$ cat config.mk
export PLATFORM = sky130hd
export DESIGN_NAME = cu_sched
export DESIGN_NICKNAME = d
export VERILOG_FILES = /design/src/rtl/cu_sched.sv
export SDC_FILE = /design/constraint.sdc
export NUM_CORES = 1
export LEC_CHECK = 0
export CAP_MARGIN = 20
export CELL_PAD_IN_SITES_DETAIL_PLACEMENT = 1
export CELL_PAD_IN_SITES_GLOBAL_PLACEMENT = 2
export CORE_MARGIN = 2
export CORE_UTILIZATION = 21
export CTS_CLUSTER_DIAMETER = 100
export CTS_CLUSTER_SIZE = 10
export DETAILED_ROUTE_END_ITERATION = 8
export PLACE_DENSITY = 0.86
export REMOVE_ABC_BUFFERS = 1
export SYNTH_ARGS = -nofsm -noshare
export SYNTH_HDL_FRONTEND = slang
export SYNTH_SLANG_ARGS = --single-unit
export TNS_END_PERCENT = 20
$ cat constraint.sdc
create_clock -name clk -period 2 [get_ports clk]
set_input_delay 0.3 -clock clk [delete_from_list [all_inputs] [get_ports clk]]
set_output_delay 0.3 -clock clk [all_outputs]
set_load 0.01 [all_outputs]
$ cat src/rtl/cu_sched.sv
`default_nettype none
// ---------------------------------------------------------------------------
// cu_sched : two-requester round-robin scheduler and CU power-mode controller
// Rev 1.0
// ---------------------------------------------------------------------------
package ptype_pkg;
   typedef enum logic {ADD = 1'b0, MUL = 1'b1} operation_t;
   typedef enum logic {LP = 1'b0, NORMAL = 1'b1} powermode_t;
   typedef logic [3:0] flags_t;
endpackage

module cu_sched
   import ptype_pkg::*;
#(
   parameter int W            = 16,
   parameter int ADD_LAT      = 1,
   parameter int MUL_LAT      = 3,
   parameter int WAKE_CYC     = 2,
   parameter int IDLE_TIMEOUT = 8
) (
   input  logic             clk,
   input  logic             rst,
   input  logic [1:0]       req_valid,
   output logic [1:0]       req_ready,
   input  logic [W-1:0]     req_op1 [0:1],
   input  logic [W-1:0]     req_op2 [0:1],
   input  operation_t       req_op  [0:1],
   output logic             rsp_valid,
   input  logic             rsp_ready,
   output logic             rsp_id,
   output logic [W-1:0]     rsp_result,
   output flags_t           rsp_fls,
   output logic [W-1:0]     cu_op1,
   output logic [W-1:0]     cu_op2,
   output operation_t       cu_op,
   output powermode_t       cu_pmode,
   input  logic [W-1:0]     cu_result,
   input  flags_t           cu_fls
);

   localparam int c_lat_max  = (ADD_LAT > MUL_LAT) ? ADD_LAT : MUL_LAT;
   localparam int c_tim_max  = (WAKE_CYC > IDLE_TIMEOUT) ? WAKE_CYC : IDLE_TIMEOUT;
   localparam int c_cnt_max  = (c_lat_max > c_tim_max) ? c_lat_max : c_tim_max;
   localparam int c_cw       = $clog2(c_cnt_max + 1);

   localparam logic [c_cw-1:0] c_wake_end = c_cw'(WAKE_CYC - 1);
   localparam logic [c_cw-1:0] c_idle_end = c_cw'(IDLE_TIMEOUT - 1);
   localparam logic [c_cw-1:0] c_add_end  = c_cw'(ADD_LAT - 1);
   localparam logic [c_cw-1:0] c_mul_end  = c_cw'(MUL_LAT - 1);

   typedef enum logic [2:0] {
      S_SLEEP = 3'd0,
      S_WAKE  = 3'd1,
      S_IDLE  = 3'd2,
      S_BUSY  = 3'd3,
      S_RESP  = 3'd4
   } state_t;

   state_t            state_q, state_d;
   logic [c_cw-1:0]   cnt_q, cnt_d;
   logic              last_gnt_q, last_gnt_d;
   logic [W-1:0]      op1_q, op1_d, op2_q, op2_d;
   operation_t        op_q, op_d;
   logic              id_q, id_d;
   logic [W-1:0]      rsp_result_q, rsp_result_d;
   flags_t            rsp_fls_q, rsp_fls_d;
   logic              rsp_id_q, rsp_id_d;

   logic              w_any;
   logic              w_win;
   logic [c_cw-1:0]   w_lat_end;

   // On a tie the requester that was not served last wins.
   assign w_any     = |req_valid;
   assign w_win     = (req_valid == 2'b11) ? ~last_gnt_q : req_valid[1];
   assign w_lat_end = (op_q == MUL) ? c_mul_end : c_add_end;

   always_comb begin
      state_d      = state_q;
      cnt_d        = cnt_q;
      last_gnt_d   = last_gnt_q;
      op1_d        = op1_q;
      op2_d        = op2_q;
      op_d         = op_q;
      id_d         = id_q;
      rsp_result_d = rsp_result_q;
      rsp_fls_d    = rsp_fls_q;
      rsp_id_d     = rsp_id_q;
      req_ready    = 2'b00;
      rsp_valid    = 1'b0;
      cu_pmode     = NORMAL;
      case (state_q)
         S_SLEEP: begin
            cu_pmode = LP;
            if (w_any) begin
               state_d = S_WAKE;
               cnt_d   = '0;
            end
         end
         S_WAKE: begin
            if (cnt_q == c_wake_end) begin
               state_d = S_IDLE;
               cnt_d   = '0;
            end else begin
               cnt_d = cnt_q + 1'b1;
            end
         end
         S_IDLE: begin
            // Ready is only offered to a valid requester, so any valid is a handshake.
            if (w_any) begin
               req_ready[w_win] = 1'b1;
               op1_d      = req_op1[w_win];
               op2_d      = req_op2[w_win];
               op_d       = req_op[w_win];
               id_d       = w_win;
               last_gnt_d = w_win;
               state_d    = S_BUSY;
               cnt_d      = '0;
            end else if (cnt_q == c_idle_end) begin
               state_d = S_SLEEP;
               cnt_d   = '0;
            end else begin
               cnt_d = cnt_q + 1'b1;
            end
         end
         S_BUSY: begin
            if (cnt_q == w_lat_end) begin
               rsp_result_d = cu_result;
               rsp_fls_d    = cu_fls;
               rsp_id_d     = id_q;
               state_d      = S_RESP;
               cnt_d        = '0;
            end else begin
               cnt_d = cnt_q + 1'b1;
            end
         end
         S_RESP: begin
            rsp_valid = 1'b1;
            if (rsp_ready) begin
               state_d = S_IDLE;
               cnt_d   = '0;
            end
         end
         default: begin
            state_d = S_SLEEP;
            cnt_d   = '0;
         end
      endcase
   end

   always_ff @(posedge clk) begin
      if (!rst) begin
         state_q      <= S_SLEEP;
         cnt_q        <= '0;
         last_gnt_q   <= 1'b1;
         op1_q        <= '0;
         op2_q        <= '0;
         op_q         <= ADD;
         id_q         <= 1'b0;
         rsp_result_q <= '0;
         rsp_fls_q    <= '0;
         rsp_id_q     <= 1'b0;
      end else begin
         state_q      <= state_d;
         cnt_q        <= cnt_d;
         last_gnt_q   <= last_gnt_d;
         op1_q        <= op1_d;
         op2_q        <= op2_d;
         op_q         <= op_d;
         id_q         <= id_d;
         rsp_result_q <= rsp_result_d;
         rsp_fls_q    <= rsp_fls_d;
         rsp_id_q     <= rsp_id_d;
      end
   end

   // Operand registers change only at a handshake, so they hold through BUSY and after.
   assign cu_op1     = op1_q;
   assign cu_op2     = op2_q;
   assign cu_op      = op_q;
   assign rsp_result = rsp_result_q;
   assign rsp_fls    = rsp_fls_q;
   assign rsp_id     = rsp_id_q;

endmodule
`default_nettype wire
==> metrics.yaml <==
power:
  totalPowerFinal_w: 0.00364
  intPower_w: 0.00285
  leakage_nw: 1.89
  sw_frac_of_total_pct: 21.7
  pwr-share-clk_pct: 48.7
  irDropWorstVdd_v: 0.000284
  seq_power_share_pct: 36.6
  p_sw_w: 0.000790
  p_per_area_mw_per_mm2: 769
  comb_power_share_pct: 14.7
cells_and_area:
  multiInputGateArea_mm2: 0.00127
  seqCellArea_mm2: 0.00126
  syn_to_final_growth_pct: 79.5
  nets: 517
  drive_gt1_share_pct: 8.62
  fill_cells: 1386
  diodes: 0
  final_cells: 597
logic_synthesis:
  synth_commonest_cells: "dfxtp_1, nor2_1, mux2i_1"
  syn_area_mm2: 0.00264
  async_reset_ff_share_pct: 0
  yosys.area.top_type: "dfxtp_1"
  yosys_warnings: 0
  synth_enable_flop_cells: 0
  synth_ff_type: "dfxtp_1"
  yosys.area.top_type_share_pct: 47.9
  ys_types: 37
  syn_avg_cell_area_um2: 9.69
  synth-seq-area-share_pct: 47.9
  synth_cells: 272
  ys_ff_latch: 63
  ys_top_cells_by_area: "dfxtp_1, mux2i_1, nor2_1"
worst_setup_path:
  critical_path.top_delay_family: "buffers and inverters"
  slowest_stage: "clkdlybuf4s50_1"
  crit_type: "input port to register"
  cp_data_arrival_time_ns: 2.12
  reg2regPathDepth: 5
  start_kind: "input port"
  cp-startpoint: "req_valid[1]"
  crit_cells: 6
  r2r_slack_ns: 0.14
  cp_num_buf_inv: 2
  critPathCapture: "cu_op1[9]$_SDFFE_PN0P_"
  critPathCaptureType: "register"
  worst-endpoint-required_ns: 2.20
  r2r-start: "state_q[0]$_SDFFE_PN0P_"
  crit_path_max_fanout: 15
  critPathMaxStageDelay_ns: 0.54
  r2r-end: "cu_op1[9]$_SDFFE_PN0P_"
  critical_path.cell_chain: "clkdlybuf4s50_1, o21bai_1, buf_4, or2_2, a222oi_1, nor2_1"
run:
  maxCapViolCount: 0
placed_design:
  io_buffers: 148
  place_ws_ns: -0.303
  gp_congestion: 0.794
  dp_cells: 581
  dp_hpwl_um: 6700
clocking:
  cts_tree: "done"
  cts_buffers: 9
  cts.htree.levels: 3
  path_clk_slew_ns: 0.05
  cts_root_buffer: "clkbuf_16"
  cts.sinks: 63
  clk_latency_ns: 0.33
  clock_path_buffers: 2
sta:
  worst_slack_ns: 0.0835
  worst_slew_pin_slew_ns: 0.538
  fin_crit_sh_pct: 95.8
  fin_setup_tns_ns: 0
  slew_violations: 0
  slew_headroom_pct: 64.1
  timing.hold.ws_ns: 0.493
  finalSetupViolCount: 0
  skew_ns: 0.00660
  clock.fmax_mhz: 522
  hold_viol_final: 0
  period_minus_slack_ns: 1.92
  rsz0062_at_grt: "false"
grt:
  grt_max_degree: 41
  grt_pass1_wl_um: 13900
  antenna_found_initial: 0
  grt_pass1_vias: 2784
  globalRouteOverflowTotal: 0
  track_usage_pct: 13.6
floorplanning:
  core_mm2: 0.0121
  die-area_mm2: 0.0135
  start_util_pct: 21.8
  die_y_um: 116
  num_rows: 40
  die-width_um: 116
  pin_count: 149
drt:
  vias: 2659
  drt_pass1_iterations: 7
  viasPerCell: 4.45
  drc: 0
  wire_per_inst_um: 15.1
  drtIter0Drc: 145
  ant_nets: 0
  drt-total-wl_um: 9010
run_status:
  status: "finished clean"
worst_hold_path:
  hold_class: "register to register"
power groups by stage:
stage                     Combinational, W  Sequential (W)  Clock [W]
after floorplan                   0.000185         0.00137          0
after global placement            0.000525         0.00136          0
after detailed placement          0.000538         0.00136          0
after CTS                         0.000543         0.00133    0.00184
after global routing              0.000582         0.00134    0.00189
final                             0.000534         0.00133    0.00177
placed cells by master, fill, tap and decap left out, types with 3 or more instances in the layout:
cell,instances
a211oi_1,21
a21oi_1,4
a222oi_1,13
buf_12,3
buf_4,10
clkbuf_16,9
clkbuf_8,4
clkdlybuf4s50_1,143
dfxtp_1,63
dlygate4sd2_1,3
inv_1,5
mux2i_1,42
nand2_1,3
nor2_1,61
nor3_1,5
o21ai_0,4
timing repair:
item / 4_1_cts / 5_1_grt
endpoints found under the setup margin: 4 / 4
pin swaps: 0 / 1
hold buffers: 0 / 0
setup buffers: 0 / 0
resized for setup: 6 / 3
per-stage QoR:
stage          utilization, %  instance area (µm²)
2_1_floorplan               -                 2530
3_3_place_gp             36.1                 4370
3_5_place_dp             36.1                 4370
4_1_cts                  39.0                 4730
5_1_grt                  39.1                 4730
6_report                 39.1                 4730
metal layers:
layer,GRT usage [%],up-vias,routed length [µm],share of wire (%)
li1,-,1291,-,-
met1,14.8,1229,3810,42
met2,23.2,126,4130,46
met3,5.33,13,906,10
met4,6.19,0,169,1.9
met5,0,-,0,0
worst min path at each step:
| stage | start | end | slack (ns) | cells after the start |
|---|---|---|---|---|
| floorplan | last_gnt_q$_SDFFE_PN1P_ | last_gnt_q$_SDFFE_PN1P_ | 0.44 | 1 |
| global placement | rsp_fls[3]$_SDFFE_PN0P_ | rsp_fls[3]$_SDFFE_PN0P_ | 0.47 | 2 |
| detailed placement | id_q$_SDFFE_PN0P_ | id_q$_SDFFE_PN0P_ | 0.49 | 2 |
| CTS | id_q$_SDFFE_PN0P_ | id_q$_SDFFE_PN0P_ | 0.50 | 2 |
| global route | id_q$_SDFFE_PN0P_ | id_q$_SDFFE_PN0P_ | 0.51 | 2 |
| finish | rsp_result[2]$_SDFFE_PN0P_ | rsp_result[2]$_SDFFE_PN0P_ | 0.49 | 2 |
tightest hold or removal path, stage by stage, from the launching register on:
cell and delay [ns]:
dfxtp_1 0.32, mux2i_1 0.07, nor2_1 0.07
area by class of cell:
cell class                 count  area share [%]
clock buffer                  14            6.00
clock inverter                 2            1.27
inverter                       6           0.476
multi-input combinational    183            27.0
sequential                    63            26.7
tap                          168            4.44
timing repair buffer         161            34.2
flip-flops by register name, summed over array words and instances, names as in the netlist:
register	flops
state_q	3
cu_op2	16
rsp_id	1
rsp_fls	4
rsp_result	16
cnt_q	4
cu_op	1
id_q	1
cu_op1	16
last_gnt_q	1
logic make-up (layout without fill, tap and decap cells):
group | count (synthesis) | after routing | synth area share [%]
adder cells (fa/ha/maj) | 2 | 2 | 0.950
AND/OR/NAND/NOR | 86 | 86 | 14.4
XOR/XNOR | 1 | 1 | 0.332
multiplexers | 42 | 42 | 16.0
buffers and inverters | 26 | 183 | 4.75
AO/OA/AOI/OAI | 52 | 52 | 15.8
flip-flops | 63 | 63 | 47.9
Note: power is estimated with default switching activity, not from simulation.
